==> src/rtl/pipe_pkg.sv <==
// -----------------------------------------------------------------------------
// pipe_pkg
// Shared definitions for the fetch/decode pipeline register:
//   - payload field widths (PC, instruction, PC+4) and the total payload width
//   - default payload driven when a stage is empty or flushed
//   - pipeline stage state encoding (EMPTY / ONE / FULL)
//   - helper mapping a stage state to its entry count
// -----------------------------------------------------------------------------
package pipe_pkg;

    localparam int PC_W      = 32;
    localparam int INSTR_W   = 32;
    localparam int PC4_W     = 32;
    localparam int PAYLOAD_W = PC_W + INSTR_W + PC4_W;

    localparam logic [PAYLOAD_W-1:0] FLUSH_DATA_DEFAULT = {PAYLOAD_W{1'b0}};

    // Encoding equals the number of held entries so occupancy is a direct copy.
    typedef enum logic [1:0] {
        ST_EMPTY = 2'd0,
        ST_ONE   = 2'd1,
        ST_FULL  = 2'd2
    } pipe_state_e;

    function automatic logic [1:0] state_occupancy(input pipe_state_e st);
        logic [1:0] occ;
        case (st)
            ST_EMPTY: occ = 2'd0;
            ST_ONE:   occ = 2'd1;
            ST_FULL:  occ = 2'd2;
            default:  occ = 2'd0;
        endcase
        return occ;
    endfunction

endpackage

==> src/rtl/pipe_stage_reg_skid_buf.sv <==
// -----------------------------------------------------------------------------
// skid_buf
// Two-entry payload storage for the pipeline stage: MAIN (presented downstream)
// and SKID (catches the payload accepted while downstream is blocked). The
// control (state, push, pop) comes from the owning stage; this block only
// moves payloads. Empty slots hold FLUSH_DATA so MAIN can drive out_data
// directly.
// Ports:
//   clk, reset_n      clock, asynchronous active-low reset
//   flush, stall      kill (wins) and freeze requests
//   push, pop         input / output transfer this cycle
//   state             current stage state
//   in_data           upstream payload
//   main_data         payload in MAIN (registered)
// -----------------------------------------------------------------------------
module skid_buf
    import pipe_pkg::*;
#(
    parameter int                DATA_W     = PAYLOAD_W,
    parameter logic [DATA_W-1:0] FLUSH_DATA = DATA_W'(FLUSH_DATA_DEFAULT)
) (
    input  logic              clk,
    input  logic              reset_n,
    input  logic              flush,
    input  logic              stall,
    input  logic              push,
    input  logic              pop,
    input  pipe_state_e       state,
    input  logic [DATA_W-1:0] in_data,
    output logic [DATA_W-1:0] main_data
);

    logic [DATA_W-1:0] main_data_r;
    logic [DATA_W-1:0] skid_data_r;
    logic [DATA_W-1:0] main_next_s;
    logic [DATA_W-1:0] skid_next_s;

    // Next MAIN/SKID contents from the current state and transfers.
    always_comb begin
        main_next_s = main_data_r;
        skid_next_s = skid_data_r;
        if (flush) begin
            main_next_s = FLUSH_DATA;
            skid_next_s = FLUSH_DATA;
        end else if (stall) begin
            main_next_s = main_data_r;
            skid_next_s = skid_data_r;
        end else begin
            case (state)
                ST_EMPTY: begin
                    if (push) begin
                        main_next_s = in_data;
                    end else begin
                        main_next_s = main_data_r;
                    end
                end
                ST_ONE: begin
                    if (push && pop) begin
                        main_next_s = in_data;
                    end else if (push) begin
                        skid_next_s = in_data;
                    end else if (pop) begin
                        main_next_s = FLUSH_DATA;
                    end else begin
                        main_next_s = main_data_r;
                    end
                end
                ST_FULL: begin
                    // in_ready is low when FULL, so only a pop can occur.
                    if (pop) begin
                        main_next_s = skid_data_r;
                        skid_next_s = FLUSH_DATA;
                    end else begin
                        main_next_s = main_data_r;
                    end
                end
                default: begin
                    main_next_s = FLUSH_DATA;
                    skid_next_s = FLUSH_DATA;
                end
            endcase
        end
    end

    // Payload registers; reset clears both slots to FLUSH_DATA.
    always_ff @(posedge clk or negedge reset_n) begin
        if (!reset_n) begin
            main_data_r <= FLUSH_DATA;
            skid_data_r <= FLUSH_DATA;
        end else begin
            main_data_r <= main_next_s;
            skid_data_r <= skid_next_s;
        end
    end

    assign main_data = main_data_r;

endmodule

==> src/rtl/pipe_stage_reg.sv <==
// -----------------------------------------------------------------------------
// pipe_stage_reg
// Valid/ready pipeline register with hazard stall and control-hazard flush.
// Build option: define PIPE_STAGE_SKID_EN for the two-entry skid buffer
// (in_ready independent of out_ready). Without it the stage holds one entry
// and in_ready depends combinationally on out_ready.
// Ports:
//   clk        clock, rising edge
//   reset_n    asynchronous active-low reset
//   in_valid / in_ready / in_data     upstream handshake and payload
//   out_valid / out_ready / out_data  downstream handshake and payload
//   stall      hold request: freezes state, hides out_valid and in_ready
//   flush      kill request: empties the stage, wins over stall
//   occupancy  number of held entries (0..2)
// -----------------------------------------------------------------------------
module pipe_stage_reg
    import pipe_pkg::*;
#(
    parameter int                DATA_W     = PAYLOAD_W,
    parameter logic [DATA_W-1:0] FLUSH_DATA = DATA_W'(FLUSH_DATA_DEFAULT)
) (
    input  logic              clk,
    input  logic              reset_n,
    input  logic              in_valid,
    output logic              in_ready,
    input  logic [DATA_W-1:0] in_data,
    output logic              out_valid,
    input  logic              out_ready,
    output logic [DATA_W-1:0] out_data,
    input  logic              stall,
    input  logic              flush,
    output logic [1:0]        occupancy
);

    pipe_state_e       state_r;
    pipe_state_e       state_next_s;
    logic              rdy_en_r;
    logic              out_valid_s;
    logic              in_ready_s;
    logic              push_s;
    logic              pop_s;
    logic [DATA_W-1:0] main_data_s;

    // rdy_en_r keeps in_ready low from reset until the first edge after release.
    always_ff @(posedge clk or negedge reset_n) begin
        if (!reset_n) begin
            rdy_en_r <= 1'b0;
        end else begin
            rdy_en_r <= 1'b1;
        end
    end

    assign out_valid_s = (state_r != ST_EMPTY) && !stall;

`ifdef PIPE_STAGE_SKID_EN
    assign in_ready_s = rdy_en_r && !stall && (state_r != ST_FULL);
`else
    assign in_ready_s = rdy_en_r && !stall && (!out_valid_s || out_ready);
`endif

    assign push_s = in_valid && in_ready_s;
    assign pop_s  = out_valid_s && out_ready;

    // Next-state logic; flush beats stall, stall freezes everything.
    always_comb begin
        state_next_s = state_r;
        if (flush) begin
            state_next_s = ST_EMPTY;
        end else if (stall) begin
            state_next_s = state_r;
        end else begin
            case (state_r)
                ST_EMPTY: begin
                    if (push_s) begin
                        state_next_s = ST_ONE;
                    end else begin
                        state_next_s = ST_EMPTY;
                    end
                end
                ST_ONE: begin
                    if (push_s && !pop_s) begin
`ifdef PIPE_STAGE_SKID_EN
                        state_next_s = ST_FULL;
`else
                        state_next_s = ST_ONE;
`endif
                    end else if (pop_s && !push_s) begin
                        state_next_s = ST_EMPTY;
                    end else begin
                        state_next_s = ST_ONE;
                    end
                end
`ifdef PIPE_STAGE_SKID_EN
                ST_FULL: begin
                    if (pop_s) begin
                        state_next_s = ST_ONE;
                    end else begin
                        state_next_s = ST_FULL;
                    end
                end
`endif
                default: begin
                    state_next_s = ST_EMPTY;
                end
            endcase
        end
    end

    // Stage state register.
    always_ff @(posedge clk or negedge reset_n) begin
        if (!reset_n) begin
            state_r <= ST_EMPTY;
        end else begin
            state_r <= state_next_s;
        end
    end

`ifdef PIPE_STAGE_SKID_EN
    skid_buf #(
        .DATA_W     (DATA_W),
        .FLUSH_DATA (FLUSH_DATA)
    ) u_skid_buf (
        .clk       (clk),
        .reset_n   (reset_n),
        .flush     (flush),
        .stall     (stall),
        .push      (push_s),
        .pop       (pop_s),
        .state     (state_r),
        .in_data   (in_data),
        .main_data (main_data_s)
    );
`else
    logic [DATA_W-1:0] main_data_r;
    logic [DATA_W-1:0] main_next_s;

    // Single-entry payload update; a push with pop replaces MAIN in place.
    always_comb begin
        main_next_s = main_data_r;
        if (flush) begin
            main_next_s = FLUSH_DATA;
        end else if (stall) begin
            main_next_s = main_data_r;
        end else if (push_s) begin
            main_next_s = in_data;
        end else if (pop_s) begin
            main_next_s = FLUSH_DATA;
        end else begin
            main_next_s = main_data_r;
        end
    end

    // Single-entry payload register.
    always_ff @(posedge clk or negedge reset_n) begin
        if (!reset_n) begin
            main_data_r <= FLUSH_DATA;
        end else begin
            main_data_r <= main_next_s;
        end
    end

    assign main_data_s = main_data_r;
`endif

    assign in_ready  = in_ready_s;
    assign out_valid = out_valid_s;
    assign out_data  = main_data_s;
    assign occupancy = state_occupancy(state_r);

endmodule

==> config.mk <==
export PLATFORM = sky130hd
export DESIGN_NAME = pipe_stage_reg
export DESIGN_NICKNAME = d
export VERILOG_FILES = /design/src/rtl/pipe_pkg.sv /design/src/rtl/pipe_stage_reg_skid_buf.sv /design/src/rtl/pipe_stage_reg.sv
export SDC_FILE = /design/constraint.sdc
export NUM_CORES = 1
export LEC_CHECK = 0
export CORE_MARGIN = 4
export CORE_UTILIZATION = 39
export CTS_BUF_LIST = sky130_fd_sc_hd__clkbuf_2
export DETAILED_ROUTE_END_ITERATION = 16
export PLACE_DENSITY = 0.8
export SKIP_LAST_GASP = 1
export SLEW_MARGIN = 30
export SYNTH_ARGS = -nofsm -noshare
export SYNTH_HDL_FRONTEND = slang
export SYNTH_SLANG_ARGS = --single-unit
==> constraint.sdc <==
create_clock -name clk -period 1.8 [get_ports clk]
set_input_delay 0.27 -clock clk [delete_from_list [all_inputs] [get_ports clk]]
set_output_delay 0.27 -clock clk [all_outputs]
set_load 0.02 [all_outputs]
==> summary.md <==
| Metric | Value |
|---|---|
| WP data arrival | 1470 ps |
| Ant diodes | 0 |
| Largest net degree at the start of global routing | 51 |
| Number of setup buffers added after CTS | 0 |
| CTS max path bufs | 2 |
| Core area | 8760 um2 |
| Cell Pwr Density | 677 nW/um2 |
| Synth Area in Adders | 0% |
| Synth Warn # | 0 |
| DR vias | 2796 |
| First-pass GRT wire length | 15200 um |
| Drt pass-1 iters | 4 |
| Nature of the critical path startpoint | flip-flop |
| Critical Path RT | 1530 ps |
| Seq/Total Area, Yosys | 69.4% |
| Initial DRC count | 77 |
| Initial core utilization | 40.3% |
| Area Growth Syn to Fin | 61.5% |
| FMAX | 0.575 GHz |
| Netlist Area Pre-Place | 3530 um2 |
| RSZ-0062 raised after global routing | yes |
| Clk_skew | 34.3 ps |
| IO Count | 202 |
| Crit path capture type | primary output |
| Total negative slack | 0 ps |
| Placed Area | 5730 um2 |
| Initial antenna violation count | 0 |
| GRT Overall Usage | 18.5% |
| Crit-path cells | nor2b_2 > nor3b_2 > buf_2 |
| Relative slew slack | 63.4% |
| CTS H-tree lvls | 3 |
| Area of the die | 10600 um2 |
| Yosys reg bits | 98 |
| Main combinational cell family by area after synthesis | compound AO/OA/AOI/OAI gates |
| Routed Antenna Nets | 0 |
| Die Y | 103 um |
| Worst hold path type | in2async |
| Top cells by area, synth | dfrtp_1, a22o_1, buf_6 |
| Largest area contributor in the synthesized netlist | dfrtp_1 |
| Mean Syn Cell Area | 15.4 um2 |
| Slew Limit Fails | 0 |
| CP peak stage delay | 450 ps |
| Avg Vias per Cell | 5.10 |
| Slew @ Worst Pin | 549 ps |
| Total grt overflow | 0 |
| Drt drc | 0 |
| Site row count | 34 |
| Layout cells sized above 1 | 8.41% |
| Final hold slack | 219 ps |
| Vias in the first global route | 3052 |
| Syn_nets | 331 |
| Layout Nets | 537 |
| Buffers on Ports | 200 |
| Sink Count | 98 |
| Slowest cell on the critical path | dfrtp_1 |
| Finished Cell Area | 5710 um2 |
| Clk_lat worst skew | 510 ps |
| Final Setup Violations | 0 |
| Final Critical Period | 1740 ps |
| Syn Inst Count | 229 |
| Final Hold Viols | 0 |
| Synth Area in Compound Gates | 24.3% |
| Avg WL per Cell | 18.3 um |
| Root buf cell | clkbuf_2 |
| CP bufs+invs | 1 |
| RePlAce Congestion | 0.783 |
| Final Core Density | 65.1% |
| Critical path class | reg2out |
| MaxCap Viol Count | 0 |
| Synth Area in XOR/XNOR | 0% |
| Fillers | 705 |
| Simple-gate portion of the synthesized area | 1.77% |
| Peak supply drop | 0.357 mV |
| TritonCTS Buffers | 9 |
| TritonCTS clock tree | yes |
| DP HPWL | 7520 um |
| Cell variety after synth | 17 |
| Top-area cell type share of the netlist area | 69.4% |
| Die width | 103 um |
| Outcome | finished clean |
| Lkg Pwr | 3.06 nW |
| Detailed Route WL | 10000 um |
| Mux contribution to synthesized area | 0% |
| Fin crit share | 96.6% |
| Crit path max fanout | 2 |
| Worst-path clk slew | 280 ps |
| Crit-path leading delay family | flip-flops |
[kinds of logic after synthesis]
group | after synthesis
AOI/OAI and AO/OA | 98
DFF | 98
buffers and inverters | 23
and+or+nand+nor | 8
other | 2
[final timing paths]
| kind | slack [ps] | endpoint | start | depth (start not counted) |
|---|---|---|---|---|
| max in group asynchronous | 890 | out_data[93]$_DFFE_PN0P_ | reset_n | 3 |
| setup / recovery | 60 | in_ready | state_r[0]$_DFFE_PN0P_ | 3 |
| min in group clk | 320 | out_data[51]$_DFFE_PN0P_ | in_data[51] | 2 |
| setup reg to reg | 170 | out_data[34]$_DFFE_PN0P_ | state_r[0]$_DFFE_PN0P_ | 5 |
| hold / removal | 220 | out_data[51]$_DFFE_PN0P_ | reset_n | 2 |
| hold reg to reg | 530 | out_data[6]$_DFFE_PN0P_ | out_data[6]$_DFFE_PN0P_ | 1 |
[state kept, by name, summed over array words and instances (netlist names)]
register and flops:
out_data 96, rdy_en_r 1, state_r 1
[where the power goes]
part	switching, W	total [W]	internal (W)
combinational	0.000304	0.000660	0.000357
clock	0.000707	0.000885	0.000178
sequential	0.0000387	0.00232	0.00228
[timing repair]
action	4_1_cts	5_1_grt
hold buffers	1	0
pin swaps	0	1
endpoints found under the setup margin	98	3
resized for setup	100	8
endpoints found under the hold margin	41	0
[worst reg2reg max path, stage by stage, from the launching register on]
cell and delay [ps]:
dfrtp_1 450, nor2b_2 170, buf_4 140, nor4_4 230, buf_4 380, a22o_1 210
[synth_stat cells]
master / number
nor3b_1: 1
nand3b_1: 1
nor2_1: 1
o311a_1: 1
nand2b_1: 1
inv_1: 1
buf_2: 7
a2bb2oi_1: 1
dfrtp_1: 98
clkbuf_1: 5
nand2_1: 1
buf_6: 5
nor4_4: 1
nor2b_1: 2
a22o_1: 96
buf_4: 5
conb_1: 2
[metal layers]
metal | part of all wire (%) | track usage [%]
met5 | 0 | 0
met4 | 2.1 | 6.08
met3 | 8.3 | 6.24
met2 | 49 | 31.1
met1 | 41 | 22.6
[cells in the final DEF (no fill, tap or decap)]
master,netlist,routed
nor3b_2,0,1
dlygate4sd3_1,0,1
buf_2,7,2
nand2_1,1,1
dlymetal6s2s_1,0,1
clkinv_2,0,1
clkinv_1,0,2
conb_1,2,2
a22o_1,96,96
dfrtp_1,98,98
buf_12,0,6
nor2b_1,2,1
clkbuf_2,0,9
inv_6,0,1
clkinvlp_4,0,2
nor4_4,1,1
inv_1,1,1
nor2_1,1,1
nand2b_1,1,1
buf_4,5,11
nor2b_2,0,1
clkinv_4,0,1
a2bb2oi_1,1,1
clkdlybuf4s50_1,0,100
dlygate4sd2_1,0,96
nand3b_1,1,1
o311a_4,0,1
[cell type report]
class	instances	area, um2	share of cell area [%]
Inverter	1	3.75	0.0658
Tap cell	108	135	2.37
Sequential cell	98	2450	43.0
Clock buffer	9	45.0	0.789
Clock inverter	7	45.0	0.789
Timing Repair Buffer	217	2080	36.4
Multi-Input combinational cell	108	948	16.6
[per-stage QoR]
stage	std cells	setup WS [ps]	power (W)
after floorplan	229	260	0.00259
after CTS	548	-138	0.00390
after detailed placement	531	-119	0.00307
after global placement	531	-102	0.00306
after global routing	548	-55.4	0.00404
final	548	61.3	0.00386
Note: power is estimated with default switching activity, not from simulation.
